## config.mk

```make
export PLATFORM = sky130hd
export DESIGN_NAME = imem_dmem_arbiter
export DESIGN_NICKNAME = d
export VERILOG_FILES = /design/src/rtl/imem_dmem_arbiter.sv
export SDC_FILE = /design/constraint.sdc
export NUM_CORES = 1
export LEC_CHECK = 0
export BUFFER_PORTS_ARGS = -buffer_cell sky130_fd_sc_hd__clkbuf_2
export CORE_AREA = 3 3 105 107
export DETAILED_ROUTE_END_ITERATION = 12
export DIE_AREA = 0 0 108 110
export GPL_TIMING_DRIVEN = 0
export MAX_ROUTING_LAYER = met4
export PLACE_DENSITY = 0.51
export SYNTH_ARGS = -nofsm -noshare
export SYNTH_HDL_FRONTEND = slang
export SYNTH_SLANG_ARGS = --single-unit
```

## constraint.sdc

```tcl
create_clock -name clk -period 3.3 [get_ports clk]
set_input_delay 0.495 -clock clk [delete_from_list [all_inputs] [get_ports clk]]
set_output_delay 0.495 -clock clk [all_outputs]
set_load 0.05 [all_outputs]
```

## src/rtl/imem_dmem_arbiter.sv

```systemverilog
// rtl/imem_dmem_arbiter.sv - single-port RAM arbiter between instruction fetch and load/store
// Load/store has fixed priority; the streak counter forces fetch through after STARVE_LIMIT losses.
module imem_dmem_arbiter #(
  parameter int STARVE_LIMIT = 4
) (
  input  logic        clk,
  input  logic        rst,
  input  logic        if_req,
  input  logic [29:0] if_addr,
  output logic        if_gnt,
  output logic        if_stall,
  output logic        if_rvalid,
  output logic [31:0] if_rdata,
  input  logic        ls_req,
  input  logic        ls_we,
  input  logic [3:0]  ls_be,
  input  logic [29:0] ls_addr,
  input  logic [31:0] ls_wdata,
  output logic        ls_gnt,
  output logic        ls_rvalid,
  output logic [31:0] ls_rdata,
  output logic        mem_en,
  output logic        mem_we,
  output logic [3:0]  mem_be,
  output logic [29:0] mem_addr,
  output logic [31:0] mem_wdata,
  input  logic [31:0] mem_rdata
);

  typedef enum logic [1:0] {IDLE, IF_RD, LS_RD} owner_t;

  localparam logic [7:0] LIMIT = 8'(STARVE_LIMIT);

  owner_t     owner;
  logic [7:0] streak;

  always_comb begin
    if_gnt = 1'b0;
    ls_gnt = 1'b0;
    if (!rst) begin
      if (if_req && (!ls_req || streak >= LIMIT))
        if_gnt = 1'b1;
      else if (ls_req)
        ls_gnt = 1'b1;
    end
  end

  assign if_stall  = if_req & ~if_gnt;

  assign mem_en    = if_gnt | ls_gnt;
  assign mem_we    = ls_gnt & ls_we;
  assign mem_be    = (ls_gnt && ls_we) ? ls_be : 4'b0000;
  assign mem_addr  = if_gnt ? if_addr : ls_addr;
  assign mem_wdata = ls_wdata;

  // Response owner records who was granted a read, so the next cycle's data is tagged correctly.
  always_ff @(posedge clk) begin
    if (rst) begin
      owner  <= IDLE;
      streak <= 8'd0;
    end else begin
      if (if_gnt)
        owner <= IF_RD;
      else if (ls_gnt && !ls_we)
        owner <= LS_RD;
      else
        owner <= IDLE;

      if (if_gnt || !if_req)
        streak <= 8'd0;
      else if (ls_gnt && streak < LIMIT)
        streak <= streak + 8'd1;
    end
  end

  assign if_rvalid = (owner == IF_RD);
  assign ls_rvalid = (owner == LS_RD);
  assign if_rdata  = mem_rdata;
  assign ls_rdata  = mem_rdata;

endmodule

```

==> results of run 1 <==
==> sequential cells by signal, summed over array words and instances, names as in the netlist <==
name,flops
streak,8
owner,2
==> cell families (layout without fill, tap and decap cells) <==
group	count (synthesis)	count (layout)
AOI/OAI and AO/OA	3	3
adders and majority gates	2	2
buffers and inverters	104	313
DFF	10	10
muxes	30	30
other	1	5
and+or+nand+nor	26	26
==> worst max-delay path, stage by stage <==
cell,delay [ns]
sky130_fd_sc_hd__clkbuf_2,0.10
sky130_fd_sc_hd__or4b_4,0.50
sky130_fd_sc_hd__o31ai_4,0.48
sky130_fd_sc_hd__buf_6,0.22
sky130_fd_sc_hd__mux2_2,0.35
sky130_fd_sc_hd__clkbuf_2,0.24
==> worst max-delay path by stage <==
stage	from	to	slack (ns)	depth (start not counted)
3_3_place_gp	ls_req	mem_addr[9]	0.29	6
6_report	ls_req	mem_addr[10]	0.41	6
3_5_place_dp	ls_req	mem_addr[9]	0.32	6
4_1_cts	ls_req	mem_addr[9]	0.32	6
5_1_grt	streak[5]	mem_addr[9]	0.26	5
2_1_floorplan	ls_req	mem_we	0.70	3
==> per-layer routing <==
| layer | up-vias | global-route usage, % | wire [µm] |
|---|---|---|---|
| li1 | 890 | - | - |
| met1 | 756 | 7.79 | 1680 |
| met2 | 114 | 13.2 | 2830 |
| met3 | 2 | 0.990 | 612 |
| met4 | 0 | 1.62 | 17 |
| met5 | - | - | 0 |
==> where the power goes <==
| part | internal (W) | switching, W |
|---|---|---|
| clock | 0.000105 | 0.0000497 |
| sequential | 0.000125 | 0.00000195 |
| combinational | 0.000194 | 0.000425 |
==> placed cells by master, fill, tap and decap left out, types with 2 or more instances in the layout <==
| cell | instances |
|---|---|
| sky130_fd_sc_hd__nor2_1 | 8 |
| sky130_fd_sc_hd__nor2b_1 | 5 |
| sky130_fd_sc_hd__buf_6 | 3 |
| sky130_fd_sc_hd__conb_1 | 5 |
| sky130_fd_sc_hd__inv_1 | 5 |
| sky130_fd_sc_hd__clkbuf_8 | 4 |
| sky130_fd_sc_hd__clkbuf_2 | 205 |
| sky130_fd_sc_hd__nor3_1 | 4 |
| sky130_fd_sc_hd__buf_4 | 96 |
| sky130_fd_sc_hd__ha_1 | 2 |
| sky130_fd_sc_hd__mux2_1 | 2 |
| sky130_fd_sc_hd__nand2_1 | 4 |
| sky130_fd_sc_hd__mux2_2 | 28 |
| sky130_fd_sc_hd__dfxtp_1 | 10 |
==> final cells by class <==
cell class	instances	area [µm²]	share of cell area, %
Tap cell	136	170	6.12
Timing Repair Buffer	205	1030	36.9
Clock buffer	4	55.1	1.98
Sequential cell	10	200	7.20
Multi-Input combinational cell	66	556	20.0
Inverter	5	18.8	0.675
Buffer	99	754	27.1
==> per-stage QoR <==
step / area [µm²] / hold WS [ns] / cells / total power [W]
floorplan: 1530 / 0.427 / 180 / 0.000622
global placement: 2730 / 0.443 / 521 / 0.000751
detailed placement: 2730 / 0.463 / 521 / 0.000753
CTS: 2780 / 0.445 / 525 / 0.000914
global route: 2780 / 0.454 / 525 / 0.000947
finish: 2780 / 0.448 / 525 / 0.000901
==> results_dict.tcl, run 1 <==
set metrics [dict create \
    finalMaxSlewViolations 0 \
    syn-mean-instance-area_um2 8.60 \
    synth_top_family_by_area "buffers and inverters" \
    synth_largest_area_cell "sky130_fd_sc_hd__buf_4" \
    ys_seq_area_share_pct 13.2 \
    ctsResizeCount 0 \
    crit_path_end_kind "primary output" \
    wl_um 5140 \
    routabilityCongestion 0.696 \
    grt_setup_unrepaired "no" \
    first_global_vias 1449 \
    setup_violations 0 \
    status "finished, final reports clean" \
    start_kind "primary input" \
    holdPathEnd "owner[1]" \
    layout-area-overhead-vs-synth_pct 83.6 \
    max_clock_freq_mhz 346 \
    min_path_cells 2 \
    clk-insertion-delay-late_ns 0.23 \
    min-delay-start "ls_we" \
    p_leak_nw 1.68 \
    synth_fa_ha_area_share_pct 1.65 \
    utilization_after_layout_pct 27.2 \
    ys_top_cells_by_count "sky130_fd_sc_hd__buf_4 (96), sky130_fd_sc_hd__mux2_2 (28), sky130_fd_sc_hd__dfxtp_1 (10), sky130_fd_sc_hd__nor2_1 (8)" \
    number_of_maximum_capacitance_violations 0 \
    synthFlopType "sky130_fd_sc_hd__dfxtp_1" \
    coreArea_um2 10200 \
    vias 1762 \
    r2r-start "streak[5]" \
    layout_min_cycle_time_ns 2.89 \
    period_share_pct 87.6 \
    grt_pass1_wl_um 6600 \
    rr_endpoint "owner[0]" \
    die_height_um 110 \
    num_antenna_cells 0 \
    power.density_nw_per_um2 324 \
    avgViaCountPerCell 3.36 \
    post_synth_main_area_contributors "sky130_fd_sc_hd__buf_4 (48%), sky130_fd_sc_hd__mux2_2 (21%), sky130_fd_sc_hd__dfxtp_1 (13%)" \
    final_nets 525 \
    drt_iter0_drc 23 \
    yosys.area_share.xor_xnor_pct 0 \
    ir_drop_mv 0.138 \
    total_congestion_overflow_after_global_routing 0 \
    fin_worst_skew_ns 0.00273 \
    route.detailed.wl_per_inst_um 9.79 \
    setup_tns_ns 0 \
    reg2reg_setup_slack_ns 1.59 \
    post-dp-hpwl_um 4740 \
    final.setup.worst_slack_ns 0.409 \
    top_level_pins 270 \
    preCtsSetupSlack_ns 0.323 \
    dieArea_um2 11900 \
    cts_tree "done" \
    postCtsSetupRepairBufs 0 \
    syn-cell-area_um2 1510 \
    holdBufCountCts 0 \
    cts-buffers-inserted 3 \
    worstPathArrival_ns 2.40 \
    yosys.area.top_type_share_pct 47.6 \
    grt_usage_pct 7.00 \
    worst-path-max-fanout 10 \
    site_rows 37 \
    number_of_detailed_route_iterations_in_the_first_pass 3 \
    synth.yosys.warnings 0 \
    initial_utilization_pct 14.8 \
    synth-compound-area-share_pct 2.56 \
    chipWidth_um 108 \
    number_of_buffers_between_clock_root_and_the_deepest_sink 2 \
    post_route_cells_drive_above_1_share_pct 87.1 \
    port-buffer-count 205 \
    nFillCells 1110 \
    grt_antenna_before_repair 0 \
    timing.setup.critical_path_class "primary input to primary output" \
    rr_worst_depth 4 \
    synth-edff-count 0 \
    post_synth_and_or_nand_nor_area_fraction_pct 8.93 \
    cts.sinks 10 \
    final_antenna_net_count 0 \
    htree_levels 1 \
    count_of_unresolved_drc_violations_after_routing 0 \
    ys_ff_latch 10 \
    postSynthCellCount 176 \
    clock_transition_at_the_registers_of_the_reported_paths_ns 0.05 \
    synth_cell_type_count 20 \
    synth_most_common_cell "sky130_fd_sc_hd__buf_4" \
    postSynth.asyncResetShare_pct 0 \
    grt_max_degree 11 \
    timing.hold.worst.class "primary input to register" \
    synth.mux.area_fraction_pct 22.3 \
    cp.required_ns 2.80 \
    final-hold-violation-count 0 \
    cts_root_buf "sky130_fd_sc_hd__clkbuf_8" \
]
(Power assumes the default switching activity.)
==> inputs of run 2 (changes only) <==
Settings changed: CORE_AREA 3 3 105 107 to 3 3 103 105, DIE_AREA 0 0 108 110 to 0 0 106 108, PLACE_DENSITY 0.51 to 0.54.
Clock period 3.3 ns to 2.6 ns, I/O delays scaled along.
==> run 2 against run 1 <==
Compared with the run above: global-route usage is 1.1 points higher; via count increased by 0.51%; total power increased by 25%; sequential share of layout area is 0.16 points lower; first-iteration DRC count grew 78%; wire length increased by 8.8%; flip-flop and latch count did not move; clock skew up 0.0014 ns; critical path depth unchanged; critical endpoint is now mem_addr[26].
==> results_dict.tcl, run 2 (synthesized netlist as in run 1, its figures left out) <==
set metrics [dict create \
    status "finished, final reports clean" \
    layout.area.seq_um2 200 \
    port-buffer-count 205 \
    final_cell_mix "sky130_fd_sc_hd__clkbuf_2 (177), sky130_fd_sc_hd__buf_4 (121), sky130_fd_sc_hd__mux2_2 (28)" \
    r2r-start "streak[5]" \
    setup_violations 0 \
    routabilityCongestion 0.658 \
    cts_tree "done" \
    grt_setup_unrepaired "yes" \
    worstPathArrival_ns 2.14 \
    fin_worst_skew_ns 0.00413 \
    ir_drop_mv 0.163 \
    cts.sinks 10 \
    site_rows 36 \
    count_of_unresolved_drc_violations_after_routing 0 \
    grt_antenna_before_repair 0 \
    number_of_detailed_route_iterations_in_the_first_pass 4 \
    largest_register_ff_count 8 \
    power.density_nw_per_um2 398 \
    clock_transition_at_the_registers_of_the_reported_paths_ns 0.05 \
    layout_min_cycle_time_ns 2.53 \
    die_height_um 108 \
    cp.required_ns 2.21 \
    largest_reg_by_ff_count "streak" \
    number_of_buffers_between_clock_root_and_the_deepest_sink 2 \
    worst-path-max-fanout 10 \
    dieArea_um2 11400 \
    p_leak_nw 1.70 \
    route.detailed.wl_per_inst_um 10.7 \
    number_of_maximum_capacitance_violations 0 \
    timing.critical_path.from "streak[5]" \
    vias 1771 \
    chipWidth_um 106 \
    grt_usage_pct 8.08 \
    final_nets 527 \
    crit_path_end_kind "primary output" \
    post_route_cells_drive_above_1_share_pct 87.2 \
    hold-worst-slack_ns 0.333 \
    grt_max_degree 11 \
    stdcell_area_um2 2840 \
    grt_pass1_wl_um 7380 \
    post-dp-hpwl_um 5180 \
    avgViaCountPerCell 3.39 \
    coreArea_um2 9730 \
    drt_iter0_drc 41 \
    final_antenna_net_count 0 \
    nFillCells 1035 \
    cts-buffers-inserted 3 \
    area_used_by_multi_input_combinational_logic_um2 556 \
    final-hold-violation-count 0 \
    min-delay-start "ls_we" \
    wl_um 5590 \
    top_level_pins 270 \
    num_antenna_cells 0 \
    finalMaxSlewViolations 0 \
    layout-area-overhead-vs-synth_pct 87.7 \
    max_clock_freq_mhz 396 \
    start_kind "register" \
    first_global_vias 1580 \
    clk-insertion-delay-late_ns 0.23 \
    initial_utilization_pct 15.6 \
    placedInstanceArea_um2 2720 \
    cts_root_buf "sky130_fd_sc_hd__clkbuf_8" \
    setup_tns_ns 0 \
    period_share_pct 97.2 \
    timing.setup.critical_path_class "register to primary output" \
    layout_top_registers "streak x8, owner x2" \
    total_congestion_overflow_after_global_routing 0 \
    mostFrequentLayoutCell "sky130_fd_sc_hd__clkbuf_2" \
    htree_levels 1 \
    timing.hold.worst.class "primary input to register" \
]
[run 2: changes by cell type in the layout (fill, tap and decap cells not counted)]
cell | previous run | this run
sky130_fd_sc_hd__clkbuf_8 | 4 | 3
sky130_fd_sc_hd__buf_4 | 96 | 121
sky130_fd_sc_hd__buf_6 | 3 | 4
sky130_fd_sc_hd__buf_2 | 0 | 4
sky130_fd_sc_hd__clkbuf_2 | 205 | 177
[run 2: power breakdown]
part	leakage, nW	internal [W]	switching (W)
sequential	0.0828	0.000159	0.00000243
clock	0.0216	0.000101	0.0000565
combinational	1.59	0.000267	0.000543
[run 2: what timing repair did]
item                                    4_1_cts  5_1_grt
pin swaps                                     1        0
hold buffers                                  0        0
resized for setup                            10       57
setup buffers                                 2        0
endpoints found under the setup margin       28       30
gates cloned                                  0        0
[run 2: path summary, 6_finish.rpt]
check,endpoint,slack (ns),cells after the start
min,owner[1],0.33,2
max,mem_addr[26],0.07,6
max reg2reg,owner[1],1.04,3
min reg2reg,streak[0],0.45,1
[run 2: layer usage]
layer | GRT usage [%] | vias to the layer above | share of wire (%)
met4 | 1.94 | 0 | 0.72
met5 | - | - | 0
li1 | - | 896 | -
met3 | 2.09 | 5 | 10
met2 | 14.9 | 113 | 54
met1 | 8.70 | 757 | 35
[run 2: final cells by class]
cell class | instances | area share [%]
Inverter | 5 | 0.661
Timing Repair Buffer | 207 | 38.9
Multi-Input combinational cell | 66 | 19.6
Buffer | 99 | 26.6
Tap cell | 133 | 5.86
Clock buffer | 3 | 1.45
Sequential cell | 10 | 7.05
[run 2: through the flow]
stage | setup WS, ns | util [%] | total power, W | cells
after floorplan | 0.206 | - | 0.000790 | 180
final | 0.0722 | 29.2 | 0.00113 | 523
after CTS | 0.000153 | 28.8 | 0.00113 | 523
after detailed placement | -0.0749 | 28.0 | 0.000959 | 518
after global placement | -0.0799 | 28.0 | 0.000957 | 518
after global routing | -0.0278 | 29.2 | 0.00118 | 523
[run 2: critical path, cell delays in order, from the launching register on]
cell	delay [ns]
sky130_fd_sc_hd__dfxtp_1	0.29
sky130_fd_sc_hd__or4b_4	0.57
sky130_fd_sc_hd__o31ai_4	0.19
sky130_fd_sc_hd__buf_6	0.15
sky130_fd_sc_hd__buf_6	0.15
sky130_fd_sc_hd__mux2_2	0.35
sky130_fd_sc_hd__buf_4	0.19
